===== config.mk =====
export PLATFORM = sky130hd
export DESIGN_NAME = result_bcd_encoder
export DESIGN_NICKNAME = d
export VERILOG_FILES = /design/src/rtl/result_bcd_encoder.sv
export SDC_FILE = /design/constraint.sdc
export NUM_CORES = 1
export LEC_CHECK = 0
export BUFFER_PORTS_ARGS = -buffer_cell sky130_fd_sc_hd__buf_2
export CAP_MARGIN = 30
export CELL_PAD_IN_SITES_DETAIL_PLACEMENT = 1
export CELL_PAD_IN_SITES_GLOBAL_PLACEMENT = 2
export CORE_MARGIN = 10
export CORE_UTILIZATION = 36
export CTS_CLUSTER_SIZE = 25
export DETAILED_ROUTE_END_ITERATION = 10
export PLACE_DENSITY_LB_ADDON = 0.2
export SLEW_MARGIN = 20
export SYNTH_ARGS = -nofsm -noshare
export SYNTH_HDL_FRONTEND = slang
export SYNTH_SLANG_ARGS = --single-unit

===== constraint.sdc =====
create_clock -name clk -period 5.3 [get_ports clk]
set_clock_uncertainty 0.2 [all_clocks]
set_input_delay 1.06 -clock clk [delete_from_list [all_inputs] [get_ports clk]]
set_output_delay 1.06 -clock clk [all_outputs]
set_load 0.03 [all_outputs]

===== src/rtl/result_bcd_encoder.sv =====
`default_nettype none
// ============================================================================
// Module   : result_bcd_encoder
// Brief    : Sequential double-dabble binary-to-BCD converter with a
//            valid/ready handshake. Optional macro LEADING_ZERO_BLANK_EN
//            blanks leading digits to 4'hF.
// Revision : 1.0
// ============================================================================
module result_bcd_encoder #(
    parameter int WIDTH  = 32,
    parameter int DIGITS = 10
) (
    input  logic                  clk,
    input  logic                  rst_n,
    input  logic [WIDTH-1:0]      resultIn,
    input  logic [1:0]            divZeroIn,
    input  logic                  inValid,
    output logic                  inReady,
    output logic [4*DIGITS-1:0]   bcdOut,
    output logic [3:0]            digitCount,
    output logic                  errOut,
    output logic                  outValid,
    input  logic                  outReady
);

    localparam int c_CNT_W   = $clog2(WIDTH + 1);
    localparam int c_BCD_W   = 4 * DIGITS;
`ifdef LEADING_ZERO_BLANK_EN
    localparam logic [c_BCD_W-1:0] c_ERR_BCD = '1;
`else
    localparam logic [c_BCD_W-1:0] c_ERR_BCD = '0;
`endif

    typedef enum logic [1:0] {
        S_IDLE = 2'd0,
        S_CONV = 2'd1,
        S_DONE = 2'd2
    } state_t;

    state_t                     r_state;
    logic [WIDTH-1:0]           r_bin;
    logic [c_BCD_W-1:0]         r_bcd;
    logic [c_CNT_W-1:0]         r_bitCnt;

    logic [c_BCD_W-1:0]         w_adj;
    logic [c_BCD_W+WIDTH-1:0]   w_step;
    logic [c_BCD_W-1:0]         w_nextBcd;
    logic [WIDTH-1:0]           w_nextBin;
    logic [c_BCD_W-1:0]         w_finalBcd;
    logic [3:0]                 w_digitCount;

    // Per-digit add-3 correction, 4 bits wide with no inter-digit carry.
    for (genvar gi = 0; gi < DIGITS; gi++) begin : g_adj
        assign w_adj[4*gi +: 4] = (r_bcd[4*gi +: 4] >= 4'd5) ?
                                  (r_bcd[4*gi +: 4] + 4'd3) : r_bcd[4*gi +: 4];
    end

    assign w_step    = {w_adj, r_bin} << 1;
    assign w_nextBcd = w_step[c_BCD_W+WIDTH-1:WIDTH];
    assign w_nextBin = w_step[WIDTH-1:0];

    always_comb begin
        w_digitCount = 4'd1;
        for (int i = 0; i < DIGITS; i++) begin
            if (w_nextBcd[4*i +: 4] != 4'd0) begin
                w_digitCount = 4'(i + 1);
            end
        end
    end

    always_comb begin
        w_finalBcd = w_nextBcd;
`ifdef LEADING_ZERO_BLANK_EN
        for (int i = 0; i < DIGITS; i++) begin
            if (i >= int'(w_digitCount)) begin
                w_finalBcd[4*i +: 4] = 4'hF;
            end
        end
`endif
    end

    always_ff @(posedge clk) begin
        if (!rst_n) begin
            r_state    <= S_IDLE;
            r_bin      <= '0;
            r_bcd      <= '0;
            r_bitCnt   <= '0;
            inReady    <= 1'b1;
            outValid   <= 1'b0;
            bcdOut     <= '0;
            digitCount <= 4'd0;
            errOut     <= 1'b0;
        end else begin
            case (r_state)
                S_IDLE: begin
                    if (inValid && inReady) begin
                        inReady <= 1'b0;
                        if (divZeroIn != 2'b00) begin
                            r_state    <= S_DONE;
                            outValid   <= 1'b1;
                            errOut     <= 1'b1;
                            bcdOut     <= c_ERR_BCD;
                            digitCount <= 4'd1;
                        end else begin
                            r_state  <= S_CONV;
                            r_bin    <= resultIn;
                            r_bcd    <= '0;
                            r_bitCnt <= c_CNT_W'(WIDTH);
                        end
                    end
                end
                S_CONV: begin
                    r_bcd    <= w_nextBcd;
                    r_bin    <= w_nextBin;
                    r_bitCnt <= r_bitCnt - c_CNT_W'(1);
                    if (r_bitCnt == c_CNT_W'(1)) begin
                        r_state    <= S_DONE;
                        outValid   <= 1'b1;
                        errOut     <= 1'b0;
                        bcdOut     <= w_finalBcd;
                        digitCount <= w_digitCount;
                    end
                end
                S_DONE: begin
                    // Ready is raised only after the consume edge, so no same-edge reload.
                    if (outReady) begin
                        r_state  <= S_IDLE;
                        outValid <= 1'b0;
                        inReady  <= 1'b1;
                    end
                end
                default: begin
                    r_state <= S_IDLE;
                    inReady <= 1'b1;
                end
            endcase
        end
    end

endmodule
`default_nettype wire


==> metrics.yaml <==
status: "completed"
wl_per_cell_um: 16.4
core_area_mm2: 0.0166
grt_pass1_wl_mm: 29.3
slew_headroom: 0.434
drv_cap: 0
ys_types: 54
cts_buffer_depth: 2
die_x_um: 150
power.density_mw_per_mm2: 319
final_cells: 1088
clk_pin_slew_ps: 50
ys_warn_count: 0
io_pins: 85
place_congestion: 0.783
clock-sinks: 127
crit_path_end_kind: "flip-flop"
layout_setup_ws_ps: 2560
fp.dieArea_mm2: 0.0226
reg2reg_depth: 7
p_seq_frac: 0.438
drc: 0
finalMaxSlewViolations: 0
antenna_left: 0
fillers: 2044
grt_max_degree: 66
start_util: 0.367
netlist_area_mm2: 0.00612
synth_enable_flop_cells: 0
cts_tree: "done"
pre_cts_slack_ps: 2140
power_leakage_nw: 2.80
num_vias: 5660
synthToLayoutAreaGrowth_pct: 18.4
fin_tns_setup_ps: 0
p_sw_mw: 0.580
cp-start-kind: "input port"
post_dp_cell_area_mm2: 0.00668
drt_iter0_drc: 246
ys.flop_type: "dfxtp_1"
gr-total-overflow: 0
syn_nets: 854
diodes: 0
syn_inst: 794
power_mw: 2.31
crit_fanout: 36
die_y_um: 150
syn_avg_cell_area_um2: 7.70
drt-pass1-iter-count: 4
fmax_mhz: 365
clk_latency_ps: 420
criticalPathCategory: "in -> reg"
pwr-share-comb: 0.087
grt_pass1_vias: 5916
ys_seq_area_frac: 0.416
portBuffers: 84
arrival_ps: 2810
viasPerCell: 5.20
place_hpwl_mm: 12.0
fin_area_mm2: 0.00724
worstHoldPathType: "reg -> reg"
synthArstFlopShare: 0
synth-seq-cells: 127
htreeDepth: 4
switching_share: 0.251
cts_buffers: 17
holdPathStages: 2
drt-total-wl_mm: 17.8
rsz0062_at_grt: "no"
antenna_found_initial: 0
ctsResizeCount: 0
clkPwrFrac: 0.476
post_cts.repair.setup_buffers: 0
grtUsageTotal: 0.160
cts_hold_repair.buffers: 0
rows: 47
critPathRequiredTime_ps: 5370
setup_violations: 0
final-hold-violation-count: 0
placed_cells: 1057
min_period_ps: 2740
ir_worst_vdd_uv: 243
post-route-period-util: 0.516
clockRootBuffer: "clkbuf_16"
nNetsFinal: 916
worst_slew_pin_slew_ps: 850
p_int_mw: 1.73
drive_gt1_frac: 0.157
==> worst max-delay path, stage by stage <==
cell	delay (ps)
buf_2	120
o2111ai_2	370
nor2b_4	490
buf_4	460
nor3_1	100
a21oi_1	150
nor2_1	50
==> cell families after synthesis <==
| kind of cell | synth area share |
|---|---|
| simple gates | 0.251 |
| compound gates | 0.196 |
| flops | 0.416 |
| buf+inv | 0.0573 |
| fa+ha+maj | 0.0450 |
| xor+xnor | 0.0200 |
| mux | 0.0147 |
==> registers in the layout, summed over array words and instances (netlist names) <==
signal,count
bcdOut,40
outValid,1
r_bcd,40
errOut,1
digitCount,4
r_state,2
inReady,1
r_bitCnt,6
r_bin,32
==> synthesized netlist by cell type (11+ instances only) <==
cell type | instances | area, um2
nand2_1 | 154 | 578
dfxtp_1 | 127 | 2540
a21oi_1 | 114 | 571
nor2_1 | 106 | 398
inv_1 | 33 | 124
a311oi_1 | 32 | 280
clkbuf_1 | 28 | 105
ha_1 | 22 | 275
nor3b_1 | 18 | 135
nand3_1 | 16 | 80.1
o21ai_0 | 14 | 70.1
buf_2 | 13 | 65.1
nand2b_1 | 13 | 81.3
xnor2_1 | 11 | 96.3
==> power groups by stage <==
stage	Combinational, mW	Sequential (mW)	Clock, mW
floorplan	0.136	1.03	0
global placement	0.191	1.03	0
detailed placement	0.201	1.03	0
CTS	0.203	1.01	1.12
global route	0.224	1.01	1.16
finish	0.200	1.01	1.10
==> final cells by class <==
class	count	area, um2	share of cell area
Clock buffer	26	529	0.0731
Tap cell	220	275	0.0380
Inverter	34	129	0.0178
Timing Repair Buffer	91	498	0.0688
Multi-Input combinational cell	585	3240	0.447
Sequential cell	127	2540	0.351
Clock inverter	5	27.5	0.00380
==> final timing paths <==
| check | slack (ps) | end | start |
|---|---|---|---|
| min reg2reg | 250 | bcdOut[34] | bcdOut[34] |
| min | 250 | bcdOut[34] | bcdOut[34] |
| max reg2reg | 2840 | bcdOut[36] | r_state[0] |
| max | 2560 | bcdOut[36] | divZeroIn[1] |
==> through the flow <==
step | hold slack, ps | util
after floorplan | 236 | -
final | 248 | 0.435
after detailed placement | 245 | 0.402
after CTS | 253 | 0.435
after global routing | 269 | 0.435
after global placement | 243 | 0.400
==> metal layers <==
metal / vias to the layer above / part of all wire / GRT usage
li1: 2850 / - / -
met1: 2705 / 0.46 / 0.192
met2: 88 / 0.48 / 0.269
met3: 17 / 0.048 / 0.0474
met4: 0 / 0.010 / 0.0471
met5: - / 0 / 0
==> cells in the final DEF (no fill, tap or decap), types with 3 or more instances in the layout <==
master / n
o21ai_1: 5
a21oi_1: 114
nand3b_1: 4
ha_1: 22
xor2_1: 3
o21ai_0: 14
a311oi_1: 32
nand4_1: 3
mux2i_1: 9
clkbuf_8: 7
buf_4: 5
clkinv_2: 5
nor2_1: 106
xnor2_1: 11
nand2b_1: 13
a211oi_1: 5
nor4_1: 3
buf_2: 84
a22oi_1: 7
nor3_1: 8
dfxtp_1: 127
nand2_1: 153
or3_1: 4
nand3_1: 16
inv_1: 33
nor3b_1: 18
clkbuf_16: 17
(Power assumes the default switching activity.)
